===== src/rtl/crc_pkg.sv =====
// crc_pkg: shared word/entry types and FSM state encodings for the crcgen feeder
package crc_pkg;
    typedef logic [15:0] crc_word_t;
    typedef struct packed {
        logic      last;
        crc_word_t w;
    } crc_fifo_entry_t;
    typedef enum logic {P_EMPTY, P_HI} pack_state_t;
    typedef enum logic {O_IDLE, O_GUARD} issue_state_t;
    localparam logic [7:0] PAD_BYTE_DEFAULT = 8'h00;
endpackage


===== src/rtl/crc_word_fifo.sv =====
// crc_word_fifo: small word FIFO with sync clear; simultaneous push/pop legal when full
module crc_word_fifo
    import crc_pkg::*;
#(
    parameter int DEPTH = 4
) (
    input  logic            clk,
    input  logic            rst,
    input  logic            clear,
    input  logic            push,
    input  logic            pop,
    input  crc_fifo_entry_t wdata,
    output crc_fifo_entry_t rdata,
    output logic            full,
    output logic            empty
);
    localparam int AW = $clog2(DEPTH);
    logic [AW-1:0] wptr, rptr;
    logic [AW:0] count;
    crc_fifo_entry_t mem [DEPTH];
    assign rdata = mem[rptr];
    assign full  = count == (AW+1)'(DEPTH);
    assign empty = count == '0;
    always_ff @(posedge clk or posedge rst) begin
        if (rst) begin
            wptr  <= '0;
            rptr  <= '0;
            count <= '0;
        end else if (clear) begin
            wptr  <= '0;
            rptr  <= '0;
            count <= '0;
        end else begin
            if (push) wptr <= wptr + 1'b1;
            if (pop) rptr <= rptr + 1'b1;
            count <= count + (AW+1)'(push) - (AW+1)'(pop);
        end
    end
    always_ff @(posedge clk) begin
        if (push && !clear) mem[wptr] <= wdata;
    end
endmodule


===== src/rtl/crc_byte_packer.sv =====
// crc_byte_packer: packs a byte stream MSB-first into 16-bit words and
// issues them to crcgen, at most one every two cycles and never while busy.
module crc_byte_packer
    import crc_pkg::*;
#(
    parameter int         DEPTH    = 4,
    parameter logic [7:0] PAD_BYTE = PAD_BYTE_DEFAULT
) (
    input  logic        clk,
    input  logic        rst,
    input  logic        in_valid,
    output logic        in_ready,
    input  logic [7:0]  in_byte,
    input  logic        in_last,
    input  logic        flush,
    input  logic        crc_busy,
    output logic [15:0] data,
    output logic        data_valid,
    output logic        finish,
    output logic [15:0] words_out
);
    pack_state_t     p_state, p_next;
    issue_state_t    o_state, o_next;
    logic            alive, accept, push, pop, full, empty;
    logic [7:0]      hi;
    crc_fifo_entry_t wentry, rentry;
    assign pop      = o_state == O_IDLE && !empty && !crc_busy && !flush;
    assign in_ready = alive && !flush && (!full || pop);
    assign accept   = in_valid && in_ready;
    assign push     = accept && (p_state == P_HI || in_last);
    assign wentry.last = p_state == P_HI ? in_last : 1'b1;
    assign wentry.w    = p_state == P_HI ? {hi, in_byte} : {in_byte, PAD_BYTE};
    crc_word_fifo #(.DEPTH(DEPTH)) u_fifo (
        .clk   (clk),
        .rst   (rst),
        .clear (flush),
        .push  (push),
        .pop   (pop),
        .wdata (wentry),
        .rdata (rentry),
        .full  (full),
        .empty (empty)
    );
    always_comb begin
        p_next = flush ? P_EMPTY : !accept ? p_state : (p_state == P_EMPTY && !in_last) ? P_HI : P_EMPTY;
        o_next = (!flush && pop) ? O_GUARD : O_IDLE;
    end
    always_ff @(posedge clk or posedge rst) begin
        if (rst) begin
            p_state <= P_EMPTY;
            o_state <= O_IDLE;
        end else begin
            p_state <= p_next;
            o_state <= o_next;
        end
    end
    // alive holds in_ready low until the first clock after reset release
    always_ff @(posedge clk or posedge rst) begin
        if (rst) begin
            alive      <= 1'b0;
            hi         <= '0;
            data       <= '0;
            data_valid <= 1'b0;
            finish     <= 1'b0;
            words_out  <= '0;
        end else begin
            alive      <= 1'b1;
            data_valid <= pop;
            finish     <= pop && rentry.last;
            if (accept && p_state == P_EMPTY) hi <= in_byte;
            if (pop) data <= rentry.w;
            words_out <= flush ? '0 : (pop && words_out != 16'hFFFF) ? words_out + 16'd1 : words_out;
        end
    end
endmodule


===== config.mk =====
export PLATFORM = sky130hd
export DESIGN_NAME = crc_byte_packer
export DESIGN_NICKNAME = d
export VERILOG_FILES = /design/src/rtl/crc_pkg.sv /design/src/rtl/crc_word_fifo.sv /design/src/rtl/crc_byte_packer.sv
export SDC_FILE = /design/constraint.sdc
export NUM_CORES = 1
export LEC_CHECK = 0
export CAP_MARGIN = 5
export CORE_MARGIN = 2
export CORE_UTILIZATION = 40
export DETAILED_ROUTE_END_ITERATION = 12
export DONT_BUFFER_PORTS = 1
export PLACE_DENSITY_LB_ADDON = 0.2
export RECOVER_POWER = 100
export SYNTH_ARGS = -nofsm -noshare
export SYNTH_HDL_FRONTEND = slang
export SYNTH_SLANG_ARGS = --single-unit

===== constraint.sdc =====
create_clock -name clk -period 2.7 [get_ports clk]
set_input_delay 0.675 -clock clk [delete_from_list [all_inputs] [get_ports clk]]
set_output_delay 0.675 -clock clk [all_outputs]
set_load 0.02 [all_outputs]

# After elaboration in Yosys (flattened, before gate mapping)
# Memories as Yosys holds them, arrays and structs flattened.
# Cells that the tools add are included.
dict set report word_totals {
  n_memories 1
  output_inout_bits 35
  ram_bits 68
  register_bits 52
}
# memory words word_bits read_ports rd_ports_with_merged_regs wr line
set memory_table {}
lappend memory_table {u_fifo.mem 4 17 1 0 1 crc_word_fifo.sv:20} ;# crc_fifo_entry_t mem [DEPTH];
dict set report classes {
  n_addsub 5
  n_eq_ne 2
  reduce_logical 25
  mux 15
  n_bitwise 2
}
# operator n
set op_table {}
lappend op_table {{$mux W16} 3}
lappend op_table {{$add A16 B1 Y16 const B} 1}
lappend op_table {{$ne A16 B16 Y1 const B} 1}
lappend op_table {{$logic_and A1 B1 Y1} 13}
lappend op_table {{$mux W2} 4}
lappend op_table {{$reduce_bool A2 Y1} 4}
lappend op_table {{$mux W1} 7}
lappend op_table {{$logic_not A1 Y1} 5}
lappend op_table {{$add A2 B1 Y2 const B} 2}
lappend op_table {{$add A3 B1 Y3} 1}
lappend op_table {{$eq A3 B3 Y1 const B} 1}
lappend op_table {{$logic_not A3 Y1} 1}
lappend op_table {{$mux W3} 1}
lappend op_table {{$sub A3 B1 Y3} 1}
lappend op_table {{$logic_or A1 B1 Y1} 2}
lappend op_table {{$not A1 Y1} 2}

# Longest topological paths before layout
# Gate-level depths: netlist of the first run.
dict set report depth {
  depth_word 12
  mapped_depth 12
}

# Modules after synthesis
# Synthesis of the first run repeated with hierarchy kept, for this count alone.
dict set report hier_totals {
  cells_unflattened 344
  hier_area_um2 4984.8
}
# module n_inst area_each_um2 cells_per_inst seq_area_each_um2
set modules_own_cells {}
lappend modules_own_cells {crc_word_fifo 1 2894.0 129 2217.1}
lappend modules_own_cells {crc_byte_packer 1 2090.8 215 1101.1}

# Worst setup path after synthesis of the first run
# OpenSTA, ideal clock, no wires.
dict set report synth_path {
  path_type {input-to-reg}
  startpoint {input crc_busy}
  endpoint {register u_fifo.count[2]}
  setup_slack_ns -0.016
  required_ns 2.568
  stages 11
  arrival_time_ns 2.584
  cell_sequence {nor3_1 > nand2_2 > inv_2 > buf_2 > ha_1 > inv_1 > ha_1 > inv_1 > fa_1 > xnor2_1 > nor2_1}
}
dict set report synth_via {
  elab_chain_len 10
}
# element line
set synth_lines {}
lappend synth_lines {{from (decl)} crc_byte_packer.sv:16} ;# input logic crc_busy,
lappend synth_lines {{$logic_not A1 Y1 *} crc_byte_packer.sv:27} ;# assign pop = o_state == O_IDLE && !empty && !crc_busy && !flush;
lappend synth_lines {{$logic_and A1 B1 Y1 * (2 in a row)} crc_byte_packer.sv:27}
lappend synth_lines {{$logic_or A1 B1 Y1} crc_byte_packer.sv:28} ;# assign in_ready = alive && !flush && (!full || pop);
lappend synth_lines {{$logic_and A1 B1 Y1} crc_byte_packer.sv:28}
lappend synth_lines {{$logic_and A1 B1 Y1} crc_byte_packer.sv:29} ;# assign accept = in_valid && in_ready;
lappend synth_lines {{$logic_and A1 B1 Y1} crc_byte_packer.sv:30} ;# assign push = accept && (p_state == P_HI || in_last);
lappend synth_lines {{$add A3 B1 Y3} crc_word_fifo.sv:36} ;# count <= count + (AW+1)'(push) - (AW+1)'(pop);
lappend synth_lines {{$sub A3 B1 Y3 *} crc_word_fifo.sv:36}
lappend synth_lines {{$mux W3 *} crc_word_fifo.sv:29} ;# end else if (clear) begin
lappend synth_lines {{to (signal assigned)} crc_word_fifo.sv:36}
lappend synth_lines {{to (decl)} crc_word_fifo.sv:19} ;# logic [AW:0] count;
# Every way passes the cells marked *; elsewhere a longest branch is shown, timed or not.
# A chain may end at the register's enable or synchronous reset.

# Final worst setup path of the first run
dict set report layout_path {
  startpoint {register u_fifo.count[1]}
  endpoint {register u_fifo.count[2]}
}
dict set report layout_via {
  elab_chain_len 12
}
# element line
set layout_lines {}
lappend layout_lines {{$logic_not A3 Y1} crc_word_fifo.sv:23} ;# assign empty = count == '0;
lappend layout_lines {{$logic_not A1 Y1} crc_byte_packer.sv:27}
lappend layout_lines {{$logic_and A1 B1 Y1 (3 in a row)} crc_byte_packer.sv:27}
lappend layout_lines {{$logic_or A1 B1 Y1} crc_byte_packer.sv:28}
lappend layout_lines {{$logic_and A1 B1 Y1} crc_byte_packer.sv:28}
lappend layout_lines {{$logic_and A1 B1 Y1} crc_byte_packer.sv:29}
lappend layout_lines {{$logic_and A1 B1 Y1} crc_byte_packer.sv:30}
lappend layout_lines {{$add A3 B1 Y3} crc_word_fifo.sv:36}
lappend layout_lines {{$sub A3 B1 Y3 *} crc_word_fifo.sv:36}
lappend layout_lines {{$mux W3 *} crc_word_fifo.sv:29}
# Marks and branches as above.

==> results of run 1 <==
-- cell families (layout without fill, tap and decap cells) --
kind of cell,after synthesis,count (layout),synth area share [%]
flip-flops,119,119,65.4
AO/OA/AOI/OAI,23,23,3.52
multiplexers,63,63,17.6
AND/OR/NAND/NOR,79,79,8.60
other,1,1,0.0739
adder cells (fa/ha/maj),8,8,2.12
XOR/XNOR,4,4,0.690
buffers and inverters,24,55,2.00
-- cell type report --
class | count | area, sq um | area share, %
inverters | 10 | 37.5 | 0.632
repair buffers | 14 | 90.1 | 1.52
clock buffers | 23 | 468 | 7.88
multi-input cells | 178 | 1640 | 27.6
flip-flops and latches | 119 | 3320 | 55.9
well taps | 172 | 215 | 3.62
clock inverters | 8 | 170 | 2.86
-- power breakdown --
part | switching, mW | internal (mW)
sequential | 0.298 | 2.13
clock | 0.758 | 1.68
combinational | 0.321 | 0.375
-- cells in the final DEF (no fill, tap or decap), types with 5 or more instances in the layout --
master,count
a21oi_1,7
and2_0,9
and3_1,5
bufinv_16,5
clkbuf_1,8
clkbuf_16,17
clkbuf_2,5
dfrtp_1,51
edfxtp_1,68
ha_1,7
inv_1,9
mux2_1,10
mux2_2,32
mux4_2,17
nand2_1,9
nand3_1,9
nor2_1,20
nor2b_1,9
-- per-layer routing --
layer | wire length, um | part of all wire, % | up-vias
met5 | 0 | 0 | -
met4 | 206 | 2.1 | 0
met3 | 510 | 5.2 | 17
met2 | 4980 | 50 | 59
met1 | 4180 | 42 | 1414
li1 | - | - | 1253
-- path summary, 6_finish.rpt --
| check | startpoint | to | slack, ns | depth (start not counted) |
|---|---|---|---|---|
| max in group asynchronous | rst | words_out[1]$_DFFE_PP0P_ | 1.01 | 2 |
| worst max register to register | u_fifo.count[1]$_DFF_PP0_ | u_fifo.count[2]$_DFF_PP0_ | 0.22 | 10 |
| worst min register to register | hi[2]$_DFFE_PP0P_ | hi[2]$_DFFE_PP0P_ | 0.50 | 1 |
| worst min-delay path | flush | u_fifo.count[1]$_DFF_PP0_ | 0.32 | 1 |
| worst max-delay path | u_fifo.count[1]$_DFF_PP0_ | u_fifo.count[2]$_DFF_PP0_ | 0.22 | 10 |
| min in group asynchronous | rst | words_out[6]$_DFFE_PP0P_ | 0.41 | 1 |
-- worst max-delay path, cell delays in order (launching register included) --
cell and delay, ns:
dfrtp_1 0.43, or3_1 0.40, nand2_1 0.32, inv_2 0.07
ha_1 0.30, inv_1 0.06, ha_1 0.14, inv_1 0.05
fa_1 0.37, xnor2_1 0.17, nor2_1 0.06
-- metrics by stage --
| stage | power (mW) | hold WS [ns] |
|---|---|---|
| floorplan | 3.00 | 0.475 |
| global route | 5.80 | 0.304 |
| global placement | 3.20 | 0.484 |
| CTS | 5.68 | 0.234 |
| finish | 5.56 | 0.323 |
| detailed placement | 3.22 | 0.490 |
-- registers in the layout (all words and copies together) (netlist names), 2 cells and up --
register / flops
u_fifo.wptr: 2
words_out: 16
u_fifo.rptr: 2
data: 16
u_fifo.mem: 68
u_fifo.count: 3
hi: 8
==> results.md, run 1 <==
Drt:
- After the first detailed-routing iteration, the DRC count stood at about 180.
- Wires add up to 9880 um.
- Dividing the detail-routed wire length by the instance count gives 18.9 um.
- The via density per instance is 5.23.
- In the routed design, unresolved DRC markers number 0.
- The detail route stage leaves a number of antenna-violating nets equal to 0.
- The count of TritonRoute iterations in the first routing pass is 4.
- Detailed routing inserted a total of 2743 vias.

CTS:
- After clock tree synthesis, the repair step resized 0 gates.
- The clock passes through at most 2 buffers.
- Buffers inserted to repair hold after CTS numbered 0.
- The number of clock buffers added by TritonCTS is 17.
- The clock reaches the later pin of the worst-skew pair after 0.41 ns.
- Once the clock tree was built, the setup fixing pass inserted 0 buffers.
- The number of sinks handled by clock tree synthesis is 119.
- The clock transition at the register clock pins on the worst setup and hold paths after CTS is 0.05 ns.
- The cell sitting at the root of the clock tree is a clkbuf_16.
- The H-tree generated during clock tree synthesis spans 4 levels.
- The TritonCTS clock tree is built.

Synthesis:
- The Yosys step of the flow raised 0 warnings.
- After synthesis, flip-flops and latches occupy roughly two thirds of the total area.
- Ranked by instance count, the synthesized netlist is headed by 68 x edfxtp_1, 51 x dfrtp_1, 42 x mux2_2.
- The most repeated cell in the gate-level netlist after synthesis is edfxtp_1.
- The number of instances in the synthesized netlist is 321.
- In the post-synthesis netlist, the biggest area contributors are edfxtp_1 40%, dfrtp_1 25%, mux2_2 9.3%, mux4_2 7.5%, ha_1 1.7%.
- The share of the synthesized area in the top cell type is between 40% and 50%.
- The mapped netlist covers 5080 sq um.
- The number of nets produced by synthesis is 343.
- Yosys mapped a number of flops with a built-in enable equal to 68.
- Each instance of the synthesized netlist takes up on average 15.8 sq um.
- Synthesis inferred between 100 and 150 register bits.
- The leading area contributor after synthesis is edfxtp_1.
- The dominant synthesized flop cell is edfxtp_1.
- The async set or reset register ratio after synthesis is 42.9%.
- After synthesis, the netlist uses 44 different library cells.

Die:
- The number of cell rows is 41.
- The floorplan step defined a die boundary enclosing ~14000 sq um.
- 49 I/O pins were placed.
- From bottom edge to top edge, the die measures roughly 120 um.
- The floorplan step set the die width to between 100 and 150 um.
- The total core area is 12500 sq um.
- The initial core utilization is about 41%.

Critical path:
- STA puts the critical path data required time at 3.00 ns.
- STA puts the critical path data arrival time at 2.78 ns.
- In this run the worst path has a maximum fanout of 10.
- The worst setup path is of the reg -> reg kind.
- STA classifies the critical path startpoint as a register.
- The kind of end point of the critical path is a register.

STA:
- The highest achievable clock rate is 0.404 GHz.
- The final setup slack of the worst path is between 0.2 and 0.25 ns.
- The actual slew at the worst max-slew pin is 1.05 ns.
- Across the routed clock network, the largest skew measured is around 0.0054 ns.
- The worst pin sits at a relative slew slack of a little under a third.
- Setup total negative slack on the finished layout was measured at 0 ns.
- Setup repair after global routing left no endpoint under its margin.
- The count of final setup violators is 0.
- The final-report max-slew violation count was 0.
- The share of the clock period used by the worst path after layout is 91.8%.
- The number of failing hold endpoints at the final stage is 0.
- Subtracting the final worst setup slack from the clock period gives 2.48 ns.

Place:
- Before CTS, the worst setup slack after placement is 0.311 ns.
- Including well taps, the total number of placed cells is 493.
- The placed instances occupy a cell area of 5360 sq um.
- The number of port buffers is 0.
- Summed over all nets, the half-perimeter wirelength after detailed placement is 6260 um.
- The placer congestion estimate is 0.790.

Cells and area:
- The synthesis-to-layout area growth is 17.0%.
- The layout has 1145 filler cells.
- Once layout is done, the placed cells without fillers occupy 5940 sq um.
- The core occupancy in the finished layout is 47.5%.
- The final non-filler cell total is approximately 520.
- The share of post-route cells with drive strength above 1 is 25.3%.
- The antenna cell count is 0.
- The net count of the finished layout is 362.

GRT:
- The layer flagged by global routing as most heavily used is met2.
- The fraction of met1 tracks used by global routing is 19.4%.
- For this run, global-route usage on met2 was measured as 26.2%.
- The first-pass GRT wire length is 15800 um.
- For met3 alone, demand over resource in global routing was 5.97%.
- Across every metal layer, demand over resource in global routing totals between 15 and 20%.
- The number of antenna violations at the first check in global routing came to 0.
- The number of global-route vias before repair is 2869.
- The pin count of the biggest net entering global routing is 31.
- The remaining global-route overflow is 0.

Power and ir drop:
- Across the VDD grid, the largest voltage drop is 485 uV.
- In this run the power density over the cells is approximately 940 nW/um^2.
- For this design the static power due to leakage is 2.21 nW.

Status:
- The run finished with clean final reports.

Worst hold path:
- In this run the worst hold path is classified as in -> reg.

Run:
- Across the run, the number of max-cap violations was 0.
Power figures use the tool's default switching activity.
==> run 2: changes to the inputs <==
ABC_AREA = 1   (was unset)
==> results.md, run 2 <==
Cells and area:
- The repair_antennas step left the layout with diodes totalling 0.
- In the layout the commonest cells are 138 x nand2_1, 68 x edfxtp_1, 66 x nor2_1.
- The net count of the finished layout is 555.
- After the flow finishes, the layout carries non-filler instances totaling 718.
- Cells with a size suffix above 1 make up 8.42% of the layout.
- The largest registers in the layout are u_fifo.mem: 68 flops, data: 16 flops, words_out: 16 flops.
- The synthesis-to-layout area growth is 14.6%.
- The register with the most flip-flops in the layout has 68 of them.
- The register with the most flip-flops is u_fifo.mem.
- The most frequent standard cell in the layout excluding fill and tap cells is nand2_1.
- The core occupancy in the finished layout is 47.0%.

Critical path:
- The critical path goes through ha_1 -> nand3_1 -> inv_1 -> nand2_1 -> nor2_4 -> nor2_2 -> nor2_4 -> nand2_1 -> nand2_1.
- The most common cell type on the critical path is nand2_1.
- The worst setup path is launched from a register.
- STA classifies the critical path endpoint as a register.
- The critical path data required time is 2.99 ns.
- The buffer and inverter count on the worst path is 1.
- The critical-path maximum fanout is 14.
- The standard cell with the maximum stage delay on the critical path is nor2_2.
- The critical path is of the reg -> reg type.
- Broken down by cell family, the worst path's largest delay share belongs to simple AND/OR/NAND/NOR gates.
- The register-to-register setup slack is approximately 0.46 ns.
- The largest single stage delay on the critical path is about 0.50 ns.
- For the worst setup path, the data arrival time is 2.54 ns.

STA:
- In this run the tightest slew margin relative to its limit is -4.17%.
- Hold is met by 0.102 ns.
- Setup repair after global routing left no endpoint under its margin.
- The share of the clock period used by the worst path after layout is 83.1%.
- The minimum period implied by the final worst setup slack is 2.24 ns.
- The final total negative setup slack is 0 ns.
- At the pin with the least slew margin, the transition time is around 1.6 ns.
- The final-report max-slew violation count was 29.
- Setup violations remaining at the end of the flow were counted as 0.
- The highest achievable clock rate is 0.446 GHz.
- The final clock skew is roughly 0.0085 ns.
- The final setup slack of the worst path is 0.455 ns.
- The number of failing hold endpoints at the final stage is 0.

Power and ir drop:
- In this run the power density over the cells is 891 nW/um^2.
- The worst vdd rail ir drop is ~440 uV.
- The cell leakage power is roughly 2.5 nW.

Worst hold path:
- The kind of path behind the tightest hold check is in -> async.

GRT:
- The pin count of the biggest net entering global routing is 35.
- The first global-routing pass estimated 18400 um of wire.
- The number of global-route vias before repair was 3426.
- The remaining global-route overflow is 0.
- The number of antenna violations at the first check in global routing is 0.
- Global routing consumed, over all layers together, 17.3% of the routing resources.

CTS:
- For the worst-skew pair, the clock arrives at the later sink with an insertion delay of approximately 0.41 ns.
- Counting along the longest clock path gives a buffer depth of 2.
- The cell sitting at the root of the clock tree is a clkbuf_16.
- The total CTS buffers is 17.
- Hold repair after CTS inserted 0 buffers.
- TritonCTS built the clock tree.
- The number of sinks handled by clock tree synthesis is 119.
- The number of buffers inserted to repair setup after CTS is 0.
- The H-tree was split into 4 levels.
- The total of cells resized after clock tree synthesis is 0.
- The clock transition at the register clock pins on the worst setup and hold paths after CTS is 0.05 ns.

Synthesis:
- The number of synthesis warnings is 0.
- The count of different cell masters after synthesis is 30.
- The async set or reset register ratio after synthesis is 42.9%.
- The dominant synthesized flop cell is edfxtp_1.
- Ranked by total cell area, the synthesized netlist is headed by edfxtp_1 39%, dfrtp_1 25%, nand2_1 9.9%, nor2_1 4.7%, o21ai_0 4.3%.
- The share of synthesized area in the top cell type comes to 39.3%.
- The sequential area share after synthesis is 63.8%.
- The number of synthesized flops with an enable pin is 68.
- The commonest cells after synthesis are 137 x nand2_1, 68 x edfxtp_1, 65 x nor2_1.
- Synthesis produced a netlist with a net count of 543.
- The cell count after synthesis came out at 521.
- The leading area contributor after synthesis is edfxtp_1.
- The mean instance size in the synthesized netlist is 9.98 sq um.
- Summing every instance area after synthesis gives 5200 sq um.
- nand2_1 is the most common cell in the netlist.
- The count of state elements after synthesis is approximately 120.

Place:
- The placement-stage worst setup slack is 0.442 ns.
- The total placed cells including tap cells is 686.
- The placer congestion estimate is between 0.8 and 0.9.
- During placement, the flow inserted port buffers numbering 0.
- The half-perimeter wire length of the detailed placement result is roughly 7300 um.

Die:
- The initial utilization of the core area, before any placement, comes to 41.0%.
- 49 I/O pins were placed.
- The floorplan step defined a die boundary enclosing approximately 14000 sq um.
- In this run the horizontal extent of the chip is 118 um.
- The die outline height is about 120 um.
- The total core area is 12700 sq um.
- The number of cell rows is 41.

Drt:
- The detailed router finished its first iteration with 299 violations.
- The detailed router placed roughly 3500 vias in this run.
- The DRC violations left is 0.
- After detailed routing, the average wire length per cell comes to 15.8 um.
- The detailed-route wire length is ~11000 um.
- The via density per instance is 4.93.
- The detail route stage leaves a number of antenna-violating nets equal to 0.
- The first detailed-routing pass took 4 iterations.

Status:
- The final reports fail on max-capacitance violations, max-slew violations.
- The run finished, with violations left.

Run:
- The number of maximum-capacitance constraint violations is 1.
## run 2: worst reg2reg max path, stage by stage (launching register included)
cell,delay [ns]
dfrtp_1,0.48
ha_1,0.28
nand3_1,0.20
inv_1,0.11
nand2_1,0.17
nor2_4,0.06
nor2_2,0.50
nor2_4,0.17
nand2_1,0.10
nand2_1,0.06
## run 2: stage by stage
step                cell area (sq um)  total power [mW]
floorplan                        5200              2.93
global placement                 5430              3.12
detailed placement               5430              3.15
CTS                              6010              5.39
global route                     5960              5.57
finish                           5960              5.31
## run 2: per-layer routing
metal  track usage [%]  vias to the layer above  part of all wire, %
met5                 0                        -                    0
met4              7.23                        0                  1.1
met3              5.38                        9                  5.0
met2              27.7                       81                   48
met1              21.9                     1698                   46
li1                  -                     1754                    -
## run 2: final timing paths
check	endpoint	start	cells after the start
setup / recovery	words_out[12]$_DFFE_PP0P_	words_out[0]$_DFFE_PP0P_	9
hold / removal	data[5]$_DFFE_PP0P_	rst	1
setup reg to reg	words_out[12]$_DFFE_PP0P_	words_out[0]$_DFFE_PP0P_	9
hold reg to reg	hi[1]$_DFFE_PP0P_	hi[1]$_DFFE_PP0P_	2
max in group asynchronous	words_out[6]$_DFFE_PP0P_	rst	2
min in group clk	u_fifo.count[0]$_DFF_PP0_	flush	1
## run 2: cell type report
| type | count | area, sq um |
|---|---|---|
| Inverter | 48 | 180 |
| Timing Repair Buffer | 13 | 68.8 |
| Clock inverter | 14 | 158 |
| Tap cell | 172 | 215 |
| Multi-Input combinational cell | 334 | 1590 |
| Clock buffer | 18 | 429 |
| Fill cell | 1219 | 6710 |
| Sequential cell | 119 | 3320 |
## run 2: where the power goes
group	switching (mW)	internal [mW]	total [mW]	leakage [nW]
combinational	0.465	0.216	0.682	0.935
clock	0.787	1.44	2.23	0.283
sequential	0.278	2.12	2.40	1.29
total	1.53	3.78	5.31	2.51
## run 2: logic make-up (layout without fill, tap and decap cells)
logic type                 Yosys count  after routing  share of synthesized area [%]
and+or+nand+nor                    238            238                           19.6
AOI/OAI and AO/OA                   81             81                           8.28
DFF                                119            119                           63.8
buffers and inverters               68             93                           5.17
other                                1              1                         0.0721
adders and majority gates            8              8                           2.07
xor gates and xnor gates             6              6                           1.01
==> run 3: changes to the inputs <==
clock period = 2.1 ns   (was 2.7 ns; I/O delays follow)
==> results.md, run 3 (same netlist as run 2, synthesis figures left out) <==
STA:
- The worst path uses 95.0% of the clock period.
- The final-report max-slew violation count is 0.
- Setup repair after global routing left no endpoint under its margin.
- The relative max-transition margin is between 10% and 20%.
- The actual slew at the worst max-slew pin is about 1.3 ns.
- The routed design could run at a clock period as short as 2.00 ns.
- Between clock sinks in the finished design, the worst skew comes to 0.00889 ns.
- Timing would allow up to ~0.5 GHz.
- The number of failing hold endpoints at the final stage is 0.
- Setup violations remaining at the end of the flow were counted as 0.
- The worst path meets setup with 0.104 ns of slack.
- Final hold analysis gives a worst-case slack of 0.184 ns.

Power and ir drop:
- The worst vdd rail ir drop is 787 uV.
- The power per cell area is 1180 nW/um^2.
- In this run the static leakage power is approximately 2.6 nW.

Die:
- The floorplan step defined a die boundary enclosing between 10000 and 15000 sq um.
- The initial core utilization is 41.0%.
- The total core area is 12700 sq um.
- The die is 118 um tall.
- The floorplan has between 40 and 50 rows.
- The number of placed I/O pins is 49.
- In this run the horizontal extent of the chip is approximately 120 um.

Place:
- The placed instance area is 5610 sq um.
- The placer congestion estimate is ~0.79.
- The half-perimeter wire length of the detailed placement result is 7480 um.
- Prior to clock tree synthesis, the placed netlist has a worst setup slack of 0.0540 ns.
- Input and output buffers added on the ports amount to 0.

GRT:
- The number of antenna violations at the first check in global routing is 0.
- For this run, the total global-route usage over all layers was measured as between 10% and 20%.
- The first-pass GRT wire length is 18800 um.
- In this run the most used layer during global routing was met2.
- The fraction of met2 tracks used by global routing is ~27%.
- Entering global routing, the biggest net connects 52 pins.
- For this run, global-route usage on met1 was measured as 23.8%.
- The number of global-route vias before repair is 3519.
- The remaining global-route overflow is 0.
- In the global route stage, met3 resource usage came out at 6.35%.

Cells and area:
- The largest registers in the layout are u_fifo.mem: 68 flops, data: 16 flops, words_out: 16 flops.
- The register with the most flip-flops in the layout has 68 of them.
- The final layout contains 572 nets.
- Counting the fill cells in the layout gives ~1200.
- The register with the most flip-flops is u_fifo.mem.
- The core occupancy in the finished layout is 48.5%.
- The share of post-route cells with drive strength above 1 is approximately a tenth.
- The number of antenna diodes in the final layout is 0.
- Leaving out fill and tap cells, the most frequent cell in the layout is nand2_1.
- Summing all non-filler instances in the final layout gives an area of 6150 sq um.
- In the layout the commonest cells are 138 x nand2_1, 68 x edfxtp_1, 66 x nor2_1.
- The synthesis-to-layout area growth is 18.2%.

Critical path:
- STA classifies the critical path startpoint as a register.
- Walking the worst path, the cells encountered are inv_1 -> nand3_4 -> nand3_4 -> nor2_4 -> ha_1 -> inv_1 -> ha_1 -> inv_1 -> fa_1 -> xor2_1 -> nor2_1.
- Data on the critical path is required at its endpoint by 2.43 ns.
- The most common cell type on the critical path is inv_1.
- The class of the most critical setup path is reg -> reg.
- STA classifies the critical path endpoint as a register.
- The slowest stage of the critical path is the dfrtp_1 cell.
- The signal arrival time at the worst endpoint is ~2.3 ns.
- For this run, the slowest stage of the critical path takes 0.39 ns.
- In this run the worst path has a maximum fanout of 4.

Drt:
- In this run the remaining antenna-violating nets after routing total 0.
- The DRC violations left is 0.
- The count of TritonRoute iterations in the first routing pass is 5.
- The detailed router placed 3614 vias in this run.
- After detailed routing, the average wire length per cell comes to around 16 um.
- The detailed-route wire length is between 10000 and 15000 um.
- After the first detailed-routing iteration, the DRC count stood at 325.
- After detailed routing, the number of vias per cell comes to 4.92.

CTS:
- The total CTS buffers is 17.
- The depth of the CTS H-tree is 4.
- After clock tree synthesis, the clock-pin slew on the worst setup and hold paths is 0.05 ns.
- The cell at the root of the clock tree is clkbuf_16.
- The later-pin clock latency in the skew report is 0.41 ns.
- Counting along the longest clock path gives a buffer depth of 2.
- TritonCTS built the clock tree.
- For this design, the sink count on the clock tree is 119.
- The post-cts hold buffer count is 0.

Worst hold path:
- The min-delay analysis places its worst path in the category in -> reg.

Status:
- The flow ran to the end, and the final reports show no timing, DRC or antenna violations.

Run:
- Across the run, the number of max-cap violations was 0.
## run 3: critical path: cells and delay by family, from the launching register on
kind	cells	cell delay, ns
DFF	1	0.39
xor gates and xnor gates	1	0.17
adders and majority gates	3	0.79
and+or+nand+nor	4	0.35
buffers and inverters	3	0.22
## run 3: final cells by class
cell class / count / area [sq um] / area share [%]
repair buffers: 30 / 154 / 2.50
clock buffers: 21 / 460 / 7.49
well taps: 172 / 215 / 3.50
clock inverters: 10 / 199 / 3.24
multi-input cells: 334 / 1620 / 26.3
flip-flops and latches: 119 / 3320 / 54.0
inverters: 48 / 183 / 2.97
## run 3: metrics by stage
| stage | setup TNS (ns) | total power, mW | std cells |
|---|---|---|---|
| 6_report | 0 | 7.26 | 734 |
| 5_1_grt | 0 | 7.60 | 734 |
| 4_1_cts | 0 | 7.35 | 732 |
| 3_5_place_dp | 0 | 4.11 | 701 |
| 3_3_place_gp | 0 | 4.07 | 701 |
| 2_1_floorplan | -7.81 | 3.80 | 521 |
## run 3: path summary, 6_finish.rpt
path,from,to,slack [ns],depth (start not counted)
max,u_fifo.count[1]$_DFF_PP0_,u_fifo.count[2]$_DFF_PP0_,0.10,11
min,flush,u_fifo.count[0]$_DFF_PP0_,0.18,1
max reg2reg,u_fifo.count[1]$_DFF_PP0_,u_fifo.count[2]$_DFF_PP0_,0.10,11
min reg2reg,hi[0]$_DFFE_PP0P_,hi[0]$_DFFE_PP0P_,0.49,2
max in group asynchronous,rst,u_fifo.wptr[1]$_DFFE_PP0P_,0.81,2
min in group asynchronous,rst,data[1]$_DFFE_PP0P_,0.45,2
## run 3: report_power, final
| part | leakage [nW] | switching (mW) | internal (mW) |
|---|---|---|---|
| Combinational | 0.989 | 0.653 | 0.319 |
| Sequential | 1.29 | 0.331 | 2.73 |
| Clock | 0.324 | 0.958 | 2.27 |
## run 3: layer usage
| metal | wire length [um] | up-vias | share of wire (%) |
|---|---|---|---|
| li1 | - | 1782 | - |
| met1 | 5340 | 1733 | 46 |
| met2 | 5500 | 90 | 47 |
| met3 | 562 | 9 | 4.8 |
| met4 | 195 | 0 | 1.7 |
| met5 | 0 | - | 0 |
## run 3: timing repair
action / 4_1_cts / 5_1_grt
buffers inserted: 0 / 2
hold endpoints to repair: 0 / 0
endpoints found under the setup margin: 0 / 1
gates resized for setup: 0 / 1
